File: src/rtl/dmem_pkg.sv
// Shared types and lane helpers for the data-memory port controller.
package dmem_pkg;

  typedef enum logic [1:0] {StIdle, StBusy, StDone} state_e;

  localparam logic [1:0] SizeByte    = 2'b00;
  localparam logic [1:0] SizeHalf    = 2'b01;
  localparam logic [1:0] SizeWord    = 2'b10;
  localparam logic [1:0] SizeWordAlt = 2'b11;

  function automatic logic [3:0] byte_enables(input logic [1:0] size, input logic [1:0] off);
    logic [3:0] be;
    case (size)
      SizeByte: be = 4'b0001 << off;
      SizeHalf: be = off[1] ? 4'b1100 : 4'b0011;
      default:  be = 4'b1111;
    endcase
    return be;
  endfunction

  function automatic logic [31:0] replicate_lanes(input logic [1:0] size,
                                                  input logic [31:0] data);
    logic [31:0] rep;
    case (size)
      SizeByte: rep = {4{data[7:0]}};
      SizeHalf: rep = {2{data[15:0]}};
      default:  rep = data;
    endcase
    return rep;
  endfunction

endpackage

File: src/rtl/dmem_load_align.sv
// Selects the addressed lane of a raw read word and sign/zero-extends it.
module dmem_load_align
  import dmem_pkg::*;
(
  input  logic [31:0] rdata_i,
  input  logic [1:0]  off_i,
  input  logic [1:0]  size_i,
  input  logic        signed_i,
  output logic [31:0] data_o
);

  logic [31:0] shifted;

  always_comb begin
    shifted = rdata_i >> {off_i, 3'b000};
    case (size_i)
      SizeByte: data_o = {{24{signed_i & shifted[7]}}, shifted[7:0]};
      SizeHalf: data_o = {{16{signed_i & shifted[15]}}, shifted[15:0]};
      default:  data_o = shifted;
    endcase
  end

endmodule

File: src/rtl/dmem_port_ctrl.sv
// MEM-stage to req/ack data-memory bridge with pipeline stall and misalignment detect.
// Optional bus timeout enabled by defining DMEM_TIMEOUT_EN.
module dmem_port_ctrl
  import dmem_pkg::*;
#(
  parameter int unsigned ADDR_W  = 32,
  parameter int unsigned DATA_W  = 32,
  parameter int unsigned TIMEOUT = 255
) (
  input  logic              clk,
  input  logic              reset,
  input  logic              MemRead,
  input  logic              MemWrite,
  input  logic [ADDR_W-1:0] ALU_out,
  input  logic [DATA_W-1:0] RegB,
  input  logic [1:0]        MemSize,
  input  logic              MemSigned,
  output logic [DATA_W-1:0] Memory_Read_Data,
  output logic              Mem_Stall,
  output logic              Misaligned,
  output logic              Bus_Error,
  output logic              dm_req,
  output logic              dm_we,
  output logic [ADDR_W-1:0] dm_addr,
  output logic [3:0]        dm_be,
  output logic [DATA_W-1:0] dm_wdata,
  input  logic              dm_ack,
  input  logic [DATA_W-1:0] dm_rdata
);

  if (DATA_W != 32 || TIMEOUT == 0) begin : g_param_check
    $error("dmem_port_ctrl: DATA_W must be 32 and TIMEOUT must be nonzero");
  end

  state_e            state_q, state_d;
  logic              dm_req_q, dm_req_d, dm_we_q, dm_we_d;
  logic [ADDR_W-1:0] dm_addr_q, dm_addr_d;
  logic [3:0]        dm_be_q, dm_be_d;
  logic [DATA_W-1:0] dm_wdata_q, dm_wdata_d;
  logic [DATA_W-1:0] rdata_q, rdata_d;
  logic [1:0]        off_q, off_d, size_q, size_d;
  logic              sgn_q, sgn_d;
  logic [DATA_W-1:0] load_data;
  logic              access, size_is_word, misaligned;

`ifdef DMEM_TIMEOUT_EN
  localparam int unsigned CntW = $clog2(TIMEOUT + 1);
  logic [CntW-1:0] cnt_q, cnt_d;
  logic            bus_err_q, bus_err_d;
`endif

  // Lane/size info is latched at request time so extraction never depends on held inputs.
  dmem_load_align u_load_align (
    .rdata_i  (dm_rdata),
    .off_i    (off_q),
    .size_i   (size_q),
    .signed_i (sgn_q),
    .data_o   (load_data)
  );

  assign access       = MemRead | MemWrite;
  assign size_is_word = (MemSize == SizeWord) || (MemSize == SizeWordAlt);
  assign misaligned   = ((MemSize == SizeHalf) && ALU_out[0]) ||
                        (size_is_word && (ALU_out[1:0] != 2'b00));

  always_comb begin
    state_d    = state_q;
    dm_req_d   = dm_req_q;
    dm_we_d    = dm_we_q;
    dm_addr_d  = dm_addr_q;
    dm_be_d    = dm_be_q;
    dm_wdata_d = dm_wdata_q;
    rdata_d    = rdata_q;
    off_d      = off_q;
    size_d     = size_q;
    sgn_d      = sgn_q;
    Mem_Stall  = 1'b0;
    Misaligned = 1'b0;
`ifdef DMEM_TIMEOUT_EN
    cnt_d      = '0;
    bus_err_d  = 1'b0;
`endif
    unique case (state_q)
      StIdle: begin
        if (access) begin
          if (misaligned) begin
            Misaligned = 1'b1;
          end else begin
            Mem_Stall  = 1'b1;
            dm_req_d   = 1'b1;
            dm_we_d    = MemWrite;
            dm_addr_d  = {ALU_out[ADDR_W-1:2], 2'b00};
            dm_be_d    = byte_enables(MemSize, ALU_out[1:0]);
            dm_wdata_d = replicate_lanes(MemSize, RegB);
            off_d      = ALU_out[1:0];
            size_d     = MemSize;
            sgn_d      = MemSigned;
            state_d    = StBusy;
          end
        end
      end
      StBusy: begin
        Mem_Stall = 1'b1;
        if (dm_ack) begin
          dm_req_d = 1'b0;
          dm_we_d  = 1'b0;
          rdata_d  = dm_we_q ? '0 : load_data;
          state_d  = StDone;
        end
`ifdef DMEM_TIMEOUT_EN
        else if (cnt_q == CntW'(TIMEOUT - 1)) begin
          dm_req_d  = 1'b0;
          dm_we_d   = 1'b0;
          rdata_d   = '0;
          bus_err_d = 1'b1;
          state_d   = StDone;
        end else begin
          cnt_d = cnt_q + CntW'(1);
        end
`endif
      end
      StDone: begin
        state_d = StIdle;
      end
      default: begin
        state_d = StIdle;
      end
    endcase
  end

  always_ff @(posedge clk) begin
    if (!reset) begin
      state_q    <= StIdle;
      dm_req_q   <= 1'b0;
      dm_we_q    <= 1'b0;
      dm_addr_q  <= '0;
      dm_be_q    <= '0;
      dm_wdata_q <= '0;
      rdata_q    <= '0;
      off_q      <= '0;
      size_q     <= '0;
      sgn_q      <= 1'b0;
`ifdef DMEM_TIMEOUT_EN
      cnt_q      <= '0;
      bus_err_q  <= 1'b0;
`endif
    end else begin
      state_q    <= state_d;
      dm_req_q   <= dm_req_d;
      dm_we_q    <= dm_we_d;
      dm_addr_q  <= dm_addr_d;
      dm_be_q    <= dm_be_d;
      dm_wdata_q <= dm_wdata_d;
      rdata_q    <= rdata_d;
      off_q      <= off_d;
      size_q     <= size_d;
      sgn_q      <= sgn_d;
`ifdef DMEM_TIMEOUT_EN
      cnt_q      <= cnt_d;
      bus_err_q  <= bus_err_d;
`endif
    end
  end

  assign dm_req           = dm_req_q;
  assign dm_we            = dm_we_q;
  assign dm_addr          = dm_addr_q;
  assign dm_be            = dm_be_q;
  assign dm_wdata         = dm_wdata_q;
  assign Memory_Read_Data = rdata_q;
`ifdef DMEM_TIMEOUT_EN
  assign Bus_Error        = bus_err_q;
`else
  assign Bus_Error        = 1'b0;
`endif

endmodule

File: config.mk
export PLATFORM = sky130hd
export DESIGN_NAME = dmem_port_ctrl
export DESIGN_NICKNAME = d
export VERILOG_FILES = /design/src/rtl/dmem_pkg.sv /design/src/rtl/dmem_load_align.sv /design/src/rtl/dmem_port_ctrl.sv
export SDC_FILE = /design/constraint.sdc
export NUM_CORES = 1
export LEC_CHECK = 0
export ABC_AREA = 1
export CORE_ASPECT_RATIO = 0.75
export CORE_MARGIN = 4
export CORE_UTILIZATION = 40
export DETAILED_ROUTE_END_ITERATION = 8
export PLACE_DENSITY_LB_ADDON = 0.25
export SLEW_MARGIN = 20
export SYNTH_ARGS = -nofsm -noshare
export SYNTH_HDL_FRONTEND = slang
export SYNTH_HIERARCHICAL = 1
export SYNTH_SLANG_ARGS = --single-unit
File: constraint.sdc
create_clock -name clk -period 2.4 [get_ports clk]
set_input_delay 0.24 -clock clk [delete_from_list [all_inputs] [get_ports clk]]
set_output_delay 0.24 -clock clk [all_outputs]
set_load 0.03 [all_outputs]
==> results of run 1 <==
[power by group]
part	total [W]	switching, W	internal (W)
logic	0.00142	0.000830	0.000586
registers	0.00199	0.0000760	0.00191
clock network	0.00151	0.000690	0.000818
[area by class of cell]
cell class                      count  share of cell area (%)
Sequential cell                   107                    28.7
Clock buffer                        9                    3.02
Tap cell                          166                    2.78
Inverter                           24                    1.21
Timing Repair Buffer              221                    29.5
Multi-Input combinational cell    566                    33.8
Clock inverter                      7                    1.01
[critical path, stage by stage]
cell and delay, ns:
clkdlybuf4s50_1 0.59, inv_2 0.08, nand2_4 0.14, nand2_4 0.09, nor3_1 0.30, buf_12 0.17
[sequential cells by signal, summed over array words and instances (netlist names)]
| register | count |
|---|---|
| dm_addr | 30 |
| sgn_q | 1 |
| state_q | 2 |
| dm_wdata | 32 |
| off_q | 2 |
| dm_be | 4 |
| dm_we | 1 |
| Memory_Read_Data | 32 |
| dm_req | 1 |
| size_q | 2 |
[layer usage]
metal	vias up	GRT usage [%]	share of wire, %
met1	2381	31.1	48
met3	15	7.26	9.0
met5	-	0	0
met2	206	31.2	42
li1	2767	-	-
met4	0	4.87	1.2
[worst min-delay path by stage]
stage	start	endpoint	slack, ns	depth (start not counted)
6_report	reset	dm_wdata[4]	0.19	3
5_1_grt	reset	dm_wdata[4]	0.19	3
4_1_cts	reset	dm_wdata[4]	0.18	3
3_5_place_dp	dm_wdata[16]	dm_wdata[16]	0.46	2
3_3_place_gp	dm_req	dm_req	0.45	2
2_1_floorplan	MemWrite	dm_we	0.37	2
[cell usage after synthesis, drive strengths merged]
library cell / n / area [um^2]
a21oi: 34 / 208
clkinv: 1 / 3.75
o211ai: 1 / 7.51
nor2: 122 / 463
inv: 23 / 86.3
nor3: 1 / 5.00
nand2: 228 / 906
o21ai: 90 / 450
a22oi: 2 / 15.0
dfxtp: 107 / 2140
nand3: 82 / 425
and2: 1 / 6.26
conb: 1 / 3.75
buf: 37 / 258
o21a: 1 / 7.51
nand3b: 1 / 20.0
clkbuf: 18 / 67.6
[stage by stage]
step | power (W) | setup slack, ns | instances
2_1_floorplan | 0.00286 | 0.988 | 752
3_3_place_gp | 0.00343 | 0.390 | 1084
3_5_place_dp | 0.00344 | 0.323 | 1084
4_1_cts | 0.00496 | 0.531 | 1100
5_1_grt | 0.00514 | 0.464 | 1100
6_report | 0.00491 | 0.541 | 1100
[cell families after synthesis]
family / after synthesis
AO/OA/AOI/OAI: 128
buffers and inverters: 79
flip-flops: 107
other: 1
AND/OR/NAND/NOR: 435
==> flow_summary.html, run 1 <==
<table>
<tr><th>Metric</th><th>Value</th></tr>
<tr><th colspan="2">Cells and area</th></tr>
<tr><td>Diodes inserted</td><td>0</td></tr>
<tr><td>Layout-stage area growth over the synthesis result</td><td>47.1%</td></tr>
<tr><td>Most frequent cells in the layout</td><td>214 x nand2_1, 202 x clkdlybuf4s50_1, 120 x nor2_1</td></tr>
<tr><td>Footprint of the multi-input gates</td><td>between 2000 and 3000 um^2</td></tr>
<tr><td>Summed area of non-filler cells in the final layout</td><td>roughly 7500 um^2</td></tr>
<tr><td>Number of fill cells in the layout</td><td>between 1000 and 1500</td></tr>
<tr><td># nets final</td><td>a little over 1000</td></tr>
<tr><td>Fraction of final layout cells sized beyond drive strength 1</td><td>~7.5%</td></tr>
<tr><td>Area of all sequential standard cells</td><td>2140 um^2</td></tr>
<tr><td>Most frequent standard cell in the layout excluding fill and tap cells</td><td>nand2_1</td></tr>
<tr><td>Final core occ</td><td>approximately three fifths</td></tr>
<tr><th colspan="2">Synthesis</th></tr>
<tr><td>Xor-xnor portion of the synthesized cell area</td><td>0%</td></tr>
<tr><td>Synth Area in Compound Gates</td><td>a little over an eighth</td></tr>
<tr><td>YS warnings</td><td>6</td></tr>
<tr><td>Gate Count Post-Synth</td><td>750</td></tr>
<tr><td>Yosys reg bits</td><td>about 110</td></tr>
<tr><td>Cell Area, Synth</td><td>~5000 um^2</td></tr>
<tr><td>Number of library cell types mapped by synthesis</td><td>28</td></tr>
<tr><td>Simple-gate share of the synthesized area</td><td>around 36%</td></tr>
<tr><td>Synthesized area per cell</td><td>around 6.8 um^2</td></tr>
<tr><td>Post-synthesis adder-cell area fraction</td><td>0%</td></tr>
<tr><td>Share of cell area taken by muxes after synthesis</td><td>0%</td></tr>
<tr><td>Sequential element share of the synthesized area</td><td>about 42%</td></tr>
<tr><td>Dominant combinational cell family by area after synthesis</td><td>simple AND/OR/NAND/NOR gates</td></tr>
<tr><th colspan="2">Critical path</th></tr>
<tr><td>Type of the setup path with the least slack</td><td>in -&gt; out</td></tr>
<tr><td>Critical Path Source</td><td>MemSize[0]</td></tr>
<tr><td>Worst Reg2Reg Path Length in Cells</td><td>7</td></tr>
<tr><td>WP data arrival</td><td>around 1.6 ns</td></tr>
<tr><td>Beginning of the worst register-to-register path</td><td>off_q[1]</td></tr>
<tr><td>Largest fanout of any net on the critical path</td><td>9</td></tr>
<tr><td>Type of origin of the critical path</td><td>input pin</td></tr>
<tr><td>CP required</td><td>around 2.2 ns</td></tr>
<tr><td>Worst setup path endpoint</td><td>Misaligned</td></tr>
<tr><td>Capture point of the worst reg-to-reg path</td><td>Memory_Read_Data[27]</td></tr>
<tr><td>Reg2reg setup slack</td><td>about 0.68 ns</td></tr>
<tr><td>Setup crit end kind</td><td>primary output</td></tr>
<tr><th colspan="2">STA</th></tr>
<tr><td>Final-report setup violation count</td><td>0</td></tr>
<tr><td>Maximum operating frequency</td><td>~540 MHz</td></tr>
<tr><td>Worst hold-check slack</td><td>between 0.15 and 0.2 ns</td></tr>
<tr><td>Clock Skews</td><td>about 0.0058 ns</td></tr>
<tr><td>Slew Viols, Final</td><td>0</td></tr>
<tr><td>Accumulated negative setup slack</td><td>0 ns</td></tr>
<tr><td>Setup repair after global routing missed its margin</td><td>no</td></tr>
<tr><td>Hold Vio Cnt, Final</td><td>0</td></tr>
<tr><td>Period Utilization, post-route</td><td>about 77%</td></tr>
<tr><td>Min cycle time layout</td><td>around 1.9 ns</td></tr>
<tr><td>Worst-margin pin slew</td><td>0.502 ns</td></tr>
<tr><td>Worst rel slew slack</td><td>66.6%</td></tr>
<tr><th colspan="2">Hold path</th></tr>
<tr><td>Type of the worst min-delay path</td><td>in -&gt; reg</td></tr>
<tr><th colspan="2">Clocking</th></tr>
<tr><td>H-tree level count</td><td>3</td></tr>
<tr><td>Bufs on Longest Clock Path</td><td>2</td></tr>
<tr><td>CTS Hold Buffers Added</td><td>0</td></tr>
<tr><td>Clock root cell</td><td>clkbuf_16</td></tr>
<tr><td>Source-to-sink clock delay at the later pin of the worst-skew pair</td><td>about 0.34 ns</td></tr>
<tr><td>Post-CTS setup buffer count</td><td>0</td></tr>
<tr><td>Gates resized, CTS repair</td><td>0</td></tr>
<tr><td>CTS tree</td><td>built</td></tr>
<tr><td>Post-CTS clock slew at the launch and capture registers of the worst setup and hold paths</td><td>approximately 0.070 ns</td></tr>
<tr><td>Clock net sink count</td><td>107</td></tr>
<tr><td>Number of CTS-inserted buffers</td><td>9</td></tr>
<tr><th colspan="2">Job</th></tr>
<tr><td>Maximum capacitance violations</td><td>0</td></tr>
<tr><th colspan="2">Routing</th></tr>
<tr><td>Remaining design rule violation count</td><td>0</td></tr>
<tr><td>Violation count after the first detailed-routing iteration</td><td>between 300 and 400</td></tr>
<tr><td>Count of nets left with antenna violations after detail routing</td><td>0</td></tr>
<tr><td>Post-detailed-route via-to-cell ratio</td><td>slightly below 5</td></tr>
<tr><td>Final WL</td><td>about 16000 um</td></tr>
<tr><td>Vias</td><td>roughly 5400</td></tr>
<tr><td>Avg WL per Cell</td><td>roughly 15 um</td></tr>
<tr><td>First-pass iteration count of the detailed router</td><td>5</td></tr>
<tr><th colspan="2">GRT</th></tr>
<tr><td>Wire length of the first global-routing pass</td><td>around 26000 um</td></tr>
<tr><td>Pin count of the biggest net entering global routing</td><td>between 50 and 60</td></tr>
<tr><td>Tot GR Track Use</td><td>a little over a fifth</td></tr>
<tr><td>Via count of the first global-routing pass</td><td>approximately 5000</td></tr>
<tr><td>Number of antenna violations at the first check in global routing</td><td>0</td></tr>
<tr><td>Total global routing overflow</td><td>0</td></tr>
<tr><th colspan="2">Floorplanning</th></tr>
<tr><td>Die span in y</td><td>roughly 110 um</td></tr>
<tr><td>Chip width</td><td>138 um</td></tr>
<tr><td>Number of rows in the core area</td><td>35</td></tr>
<tr><td>Die Footprint</td><td>14600 um^2</td></tr>
<tr><td>Core area</td><td>12300 um^2</td></tr>
<tr><td>Initial Utilization</td><td>around two fifths</td></tr>
<tr><td>Top-level I/O count</td><td>around 210</td></tr>
<tr><th colspan="2">Place</th></tr>
<tr><td>Port Buf Inserts</td><td>about 200</td></tr>
<tr><td>Standard cell area after detailed placement</td><td>7160 um^2</td></tr>
<tr><td>HPWL after DPL</td><td>about 12000 um</td></tr>
<tr><td>Routability-driven placement congestion ratio</td><td>about 0.96</td></tr>
<tr><th colspan="2">Power</th></tr>
<tr><td>Pwr/cell area</td><td>around 660 nW/um^2</td></tr>
<tr><td>Worst-case vdd ir drop</td><td>just over 0.0004 V</td></tr>
<tr><td>Static Leak</td><td>around 3.1 nW</td></tr>
<tr><th colspan="2">Run status</th></tr>
<tr><td>Outcome</td><td>finished, final reports clean</td></tr>
</table>
(Power assumes the default switching activity.)
==> inputs of run 2 (changes only) <==
--- a/config.mk
+++ b/config.mk
@@ -8,7 +8,7 @@
 export ABC_AREA = 1
 export CORE_ASPECT_RATIO = 0.75
 export CORE_MARGIN = 4
-export CORE_UTILIZATION = 40
+export CORE_UTILIZATION = 39
 export DETAILED_ROUTE_END_ITERATION = 8
 export PLACE_DENSITY_LB_ADDON = 0.25
 export SLEW_MARGIN = 20
==> constraint.sdc (replaced) <==
create_clock -name clk -period 1.6 [get_ports clk]
set_input_delay 0.16 -clock clk [delete_from_list [all_inputs] [get_ports clk]]
set_output_delay 0.16 -clock clk [all_outputs]
set_load 0.03 [all_outputs]
==> run 2 against run 1 <==
Net effect:
- count of clock-buffer cells in the layout increased by 1
- final area increased by 4.6%
- flip-flop and latch count unchanged
- global-route usage decreased by 0.39 points
- wire length increased by 2.5%
- hold slack improved by 0.15 ns
- core utilization increased by 1.9 points
- clock skew increased by 0.0015 ns
- power increased by 54%
- critical endpoint is now Memory_Read_Data[15]
- via count increased by 2.9%
- final cell count increased by 1.9%
==> flow_summary.html, run 2 (same netlist as run 1, synthesis figures left out) <==
<table>
<tr><th>Metric</th><th>Value</th></tr>
<tr><th colspan="2">GRT</th></tr>
<tr><td>Wire length of the first global-routing pass</td><td>25700 um (was 25900 um)</td></tr>
<tr><td>Via count of the first global-routing pass</td><td>4857 (was 4866)</td></tr>
<tr><td>Total global routing overflow</td><td>0 (unchanged)</td></tr>
<tr><td>Number of antenna violations at the first check in global routing</td><td>0 (unchanged)</td></tr>
<tr><td>Tot GR Track Use</td><td>21.2% (was 21.6%)</td></tr>
<tr><td>Pin count of the biggest net entering global routing</td><td>87 (was 51)</td></tr>
<tr><th colspan="2">Critical path</th></tr>
<tr><td>Beginning of the worst register-to-register path</td><td>off_q[0] (was off_q[1])</td></tr>
<tr><td>Critical path buffer and inverter count</td><td>1 (was 3)</td></tr>
<tr><td>Type of the setup path with the least slack</td><td>reg -&gt; out (was in -&gt; out)</td></tr>
<tr><td>Reg2reg setup slack</td><td>0.12 ns (was 0.68 ns)</td></tr>
<tr><td>WP data arrival</td><td>1.40 ns (was 1.62 ns)</td></tr>
<tr><td>Slowest stage cell, crit path</td><td>clkdlybuf4s50_1 (unchanged)</td></tr>
<tr><td>Critical Path Source</td><td>Memory_Read_Data[15] (was MemSize[0])</td></tr>
<tr><td>Setup crit end kind</td><td>primary output (unchanged)</td></tr>
<tr><td>CP required</td><td>1.44 ns (was 2.16 ns)</td></tr>
<tr><td>Cell-by-cell listing of the critical path</td><td>clkdlybuf4s50_1 (was clkdlybuf4s50_1 &gt; inv_2 &gt; nand2_4 &gt; nand2_4 &gt; nor3_1 &gt; buf_12)</td></tr>
<tr><td>Worst Reg2Reg Path Length in Cells</td><td>8 (was 7)</td></tr>
<tr><td>Type of origin of the critical path</td><td>flip-flop (was input pin)</td></tr>
<tr><td>Capture point of the worst reg-to-reg path</td><td>Memory_Read_Data[16] (was Memory_Read_Data[27])</td></tr>
<tr><td>Largest fanout of any net on the critical path</td><td>2 (was 9)</td></tr>
<tr><td>Largest delay share family, worst path</td><td>buffers and inverters (unchanged)</td></tr>
<tr><td>CP max stage delay</td><td>0.69 ns (was 0.59 ns)</td></tr>
<tr><th colspan="2">Clocking</th></tr>
<tr><td>H-tree level count</td><td>3 (unchanged)</td></tr>
<tr><td>Bufs on Longest Clock Path</td><td>2 (unchanged)</td></tr>
<tr><td>Clock root cell</td><td>clkbuf_16 (unchanged)</td></tr>
<tr><td>Clock net sink count</td><td>107 (unchanged)</td></tr>
<tr><td>Source-to-sink clock delay at the later pin of the worst-skew pair</td><td>0.35 ns (was 0.34 ns)</td></tr>
<tr><td>Post-CTS clock slew at the launch and capture registers of the worst setup and hold paths</td><td>0.07 ns (about the same)</td></tr>
<tr><td>Number of CTS-inserted buffers</td><td>9 (unchanged)</td></tr>
<tr><td>CTS tree</td><td>built (unchanged)</td></tr>
<tr><td>CTS Hold Buffers Added</td><td>0 (unchanged)</td></tr>
<tr><th colspan="2">Routing</th></tr>
<tr><td>Count of nets left with antenna violations after detail routing</td><td>0 (unchanged)</td></tr>
<tr><td>Post-detailed-route via-to-cell ratio</td><td>4.93 (was 4.88)</td></tr>
<tr><td>Final WL</td><td>16700 um (was 16300 um)</td></tr>
<tr><td>Remaining design rule violation count</td><td>0 (unchanged)</td></tr>
<tr><td>Violation count after the first detailed-routing iteration</td><td>371 (was 342)</td></tr>
<tr><td>First-pass iteration count of the detailed router</td><td>5 (unchanged)</td></tr>
<tr><td>Avg WL per Cell</td><td>14.9 um (was 14.8 um)</td></tr>
<tr><td>Vias</td><td>5523 (was 5369)</td></tr>
<tr><th colspan="2">Power</th></tr>
<tr><td>Worst-case vdd ir drop</td><td>0.000636 V (was 0.000402 V)</td></tr>
<tr><td>Design Power</td><td>0.00756 W (was 0.00491 W)</td></tr>
<tr><td>Static Leak</td><td>3.42 nW (was 3.13 nW)</td></tr>
<tr><td>Pwr/cell area</td><td>968 nW/um^2 (was 658 nW/um^2)</td></tr>
<tr><th colspan="2">STA</th></tr>
<tr><td>Crit path setup slack, layout</td><td>0.0351 ns (was 0.541 ns)</td></tr>
<tr><td>Worst rel slew slack</td><td>63.3% (was 66.6%)</td></tr>
<tr><td>Clock Skews</td><td>0.00730 ns (was 0.00583 ns)</td></tr>
<tr><td>Min cycle time layout</td><td>~1.6 ns</td></tr>
<tr><td>Slew Viols, Final</td><td>0 (unchanged)</td></tr>
<tr><td>Period Utilization, post-route</td><td>roughly 98%</td></tr>
<tr><td>Maximum operating frequency</td><td>between 600 and 700 MHz</td></tr>
<tr><td>Setup repair after global routing missed its margin</td><td>yes (was no)</td></tr>
<tr><td>Final-report setup violation count</td><td>0 (unchanged)</td></tr>
<tr><td>Worst-margin pin slew</td><td>0.549 ns (was 0.502 ns)</td></tr>
<tr><td>Hold Vio Cnt, Final</td><td>0 (unchanged)</td></tr>
<tr><th colspan="2">Place</th></tr>
<tr><td>Worst slack at placement</td><td>-0.104 ns (was 0.323 ns)</td></tr>
<tr><td>HPWL after DPL</td><td>12000 um (was 11800 um)</td></tr>
<tr><td>Port Buf Inserts</td><td>205 (unchanged)</td></tr>
<tr><td>Routability-driven placement congestion ratio</td><td>0.909 (was 0.962)</td></tr>
<tr><td>Placed cell count</td><td>1102 (was 1084)</td></tr>
<tr><th colspan="2">Cells and area</th></tr>
<tr><td>Layout-stage area growth over the synthesis result</td><td>53.8% (was 47.1%)</td></tr>
<tr><td>Diodes inserted</td><td>0 (unchanged)</td></tr>
<tr><td># nets final</td><td>1054 (was 1033)</td></tr>
<tr><td>Non-Filler Instances</td><td>1121 (was 1100)</td></tr>
<tr><td>Number of fill cells in the layout</td><td>1166 (was 1190)</td></tr>
<tr><td>Fraction of final layout cells sized beyond drive strength 1</td><td>10.2% (was 7.49%)</td></tr>
<tr><td>Most frequent cells in the layout</td><td>213 x nand2_1, 193 x clkdlybuf4s50_1, 117 x nor2_1 (was 214 x nand2_1, 202 x clkdlybuf4s50_1, 120 x nor2_1)</td></tr>
<tr><td>Most frequent standard cell in the layout excluding fill and tap cells</td><td>nand2_1 (unchanged)</td></tr>
<tr><th colspan="2">Hold path</th></tr>
<tr><td>Cell count of the worst hold path</td><td>4 (was 3)</td></tr>
<tr><td>Min-Delay Startpoint</td><td>reset (unchanged)</td></tr>
<tr><td>Worst Hold Path EP</td><td>dm_wdata[9] (was dm_wdata[4])</td></tr>
<tr><td>Type of the worst min-delay path</td><td>in -&gt; reg (unchanged)</td></tr>
<tr><th colspan="2">Job</th></tr>
<tr><td>Maximum capacitance violations</td><td>0 (unchanged)</td></tr>
<tr><th colspan="2">Floorplanning</th></tr>
<tr><td>Top-level I/O count</td><td>209 (unchanged)</td></tr>
<tr><td>Die span in y</td><td>107 um (was 106 um)</td></tr>
<tr><td>Number of rows in the core area</td><td>35 (unchanged)</td></tr>
<tr><td>Chip width</td><td>140 um (was 138 um)</td></tr>
<tr><td>Core area</td><td>12500 um^2 (was 12300 um^2)</td></tr>
<tr><td>Die Footprint</td><td>14900 um^2 (was 14600 um^2)</td></tr>
<tr><td>Initial Utilization</td><td>40.5% (was 41.1%)</td></tr>
<tr><th colspan="2">Run status</th></tr>
<tr><td>Outcome</td><td>finished, final reports clean (unchanged)</td></tr>
</table>
==> run 2: what timing repair did <==
action | in CTS | in global routing
endpoints found under the hold margin | 0 | 0
setup endpoints to repair | 3 | 30
setup buffers | 0 | 1
resized for setup | 4 | 15
pin swaps | 0 | 1
gates cloned | 0 | 2
==> run 2: layer usage <==
layer | global-route usage [%] | part of all wire, % | wire length, um
met1 | 31.0 | 48 | 8010
met2 | 30.3 | 41 | 6910
met3 | 7.18 | 9.6 | 1610
met4 | 4.36 | 0.95 | 158
met5 | 0 | 0 | 0
==> run 2: power breakdown <==
group | internal [W] | switching, W | total [W]
clock network | 0.00128 | 0.00104 | 0.00232
registers | 0.00286 | 0.000122 | 0.00299
logic | 0.000982 | 0.00127 | 0.00225
total | 0.00512 | 0.00243 | 0.00756
==> run 2: final cells by class <==
type	count	area [um^2]	area share, %
repair buffers	241	2480	31.8
multi-input cells	567	2570	32.9
clock inverters	6	71.3	0.914
clock buffers	10	239	3.06
inverters	24	90.1	1.15
well taps	166	208	2.66
flip-flops and latches	107	2150	27.5
==> run 2: worst max-delay path by stage <==
| stage | end | slack, ns | cells after the start |
|---|---|---|---|
| final | Memory_Read_Data[15] | 0.04 | 1 |
| after global routing | Memory_Read_Data[16] | -0.06 | 9 |
| after CTS | dm_wdata[28] | 0.0002 | 1 |
| after detailed placement | Memory_Read_Data[30] | -0.10 | 9 |
| after global placement | Memory_Read_Data[30] | -0.11 | 9 |
| after floorplan | Mem_Stall | 0.27 | 7 |
==> run 2: per-stage QoR <==
step                hold slack (ns)  TNS [ns]  cell area (um^2)  utilization (%)
floorplan                     0.295         0              5080                -
global placement              0.453    -0.863              7400             59.1
detailed placement            0.456     -4.06              7400             59.1
CTS                           0.332         0              7710             61.6
global route                  0.362   -0.0641              7800             62.3
finish                        0.344         0              7800             62.3
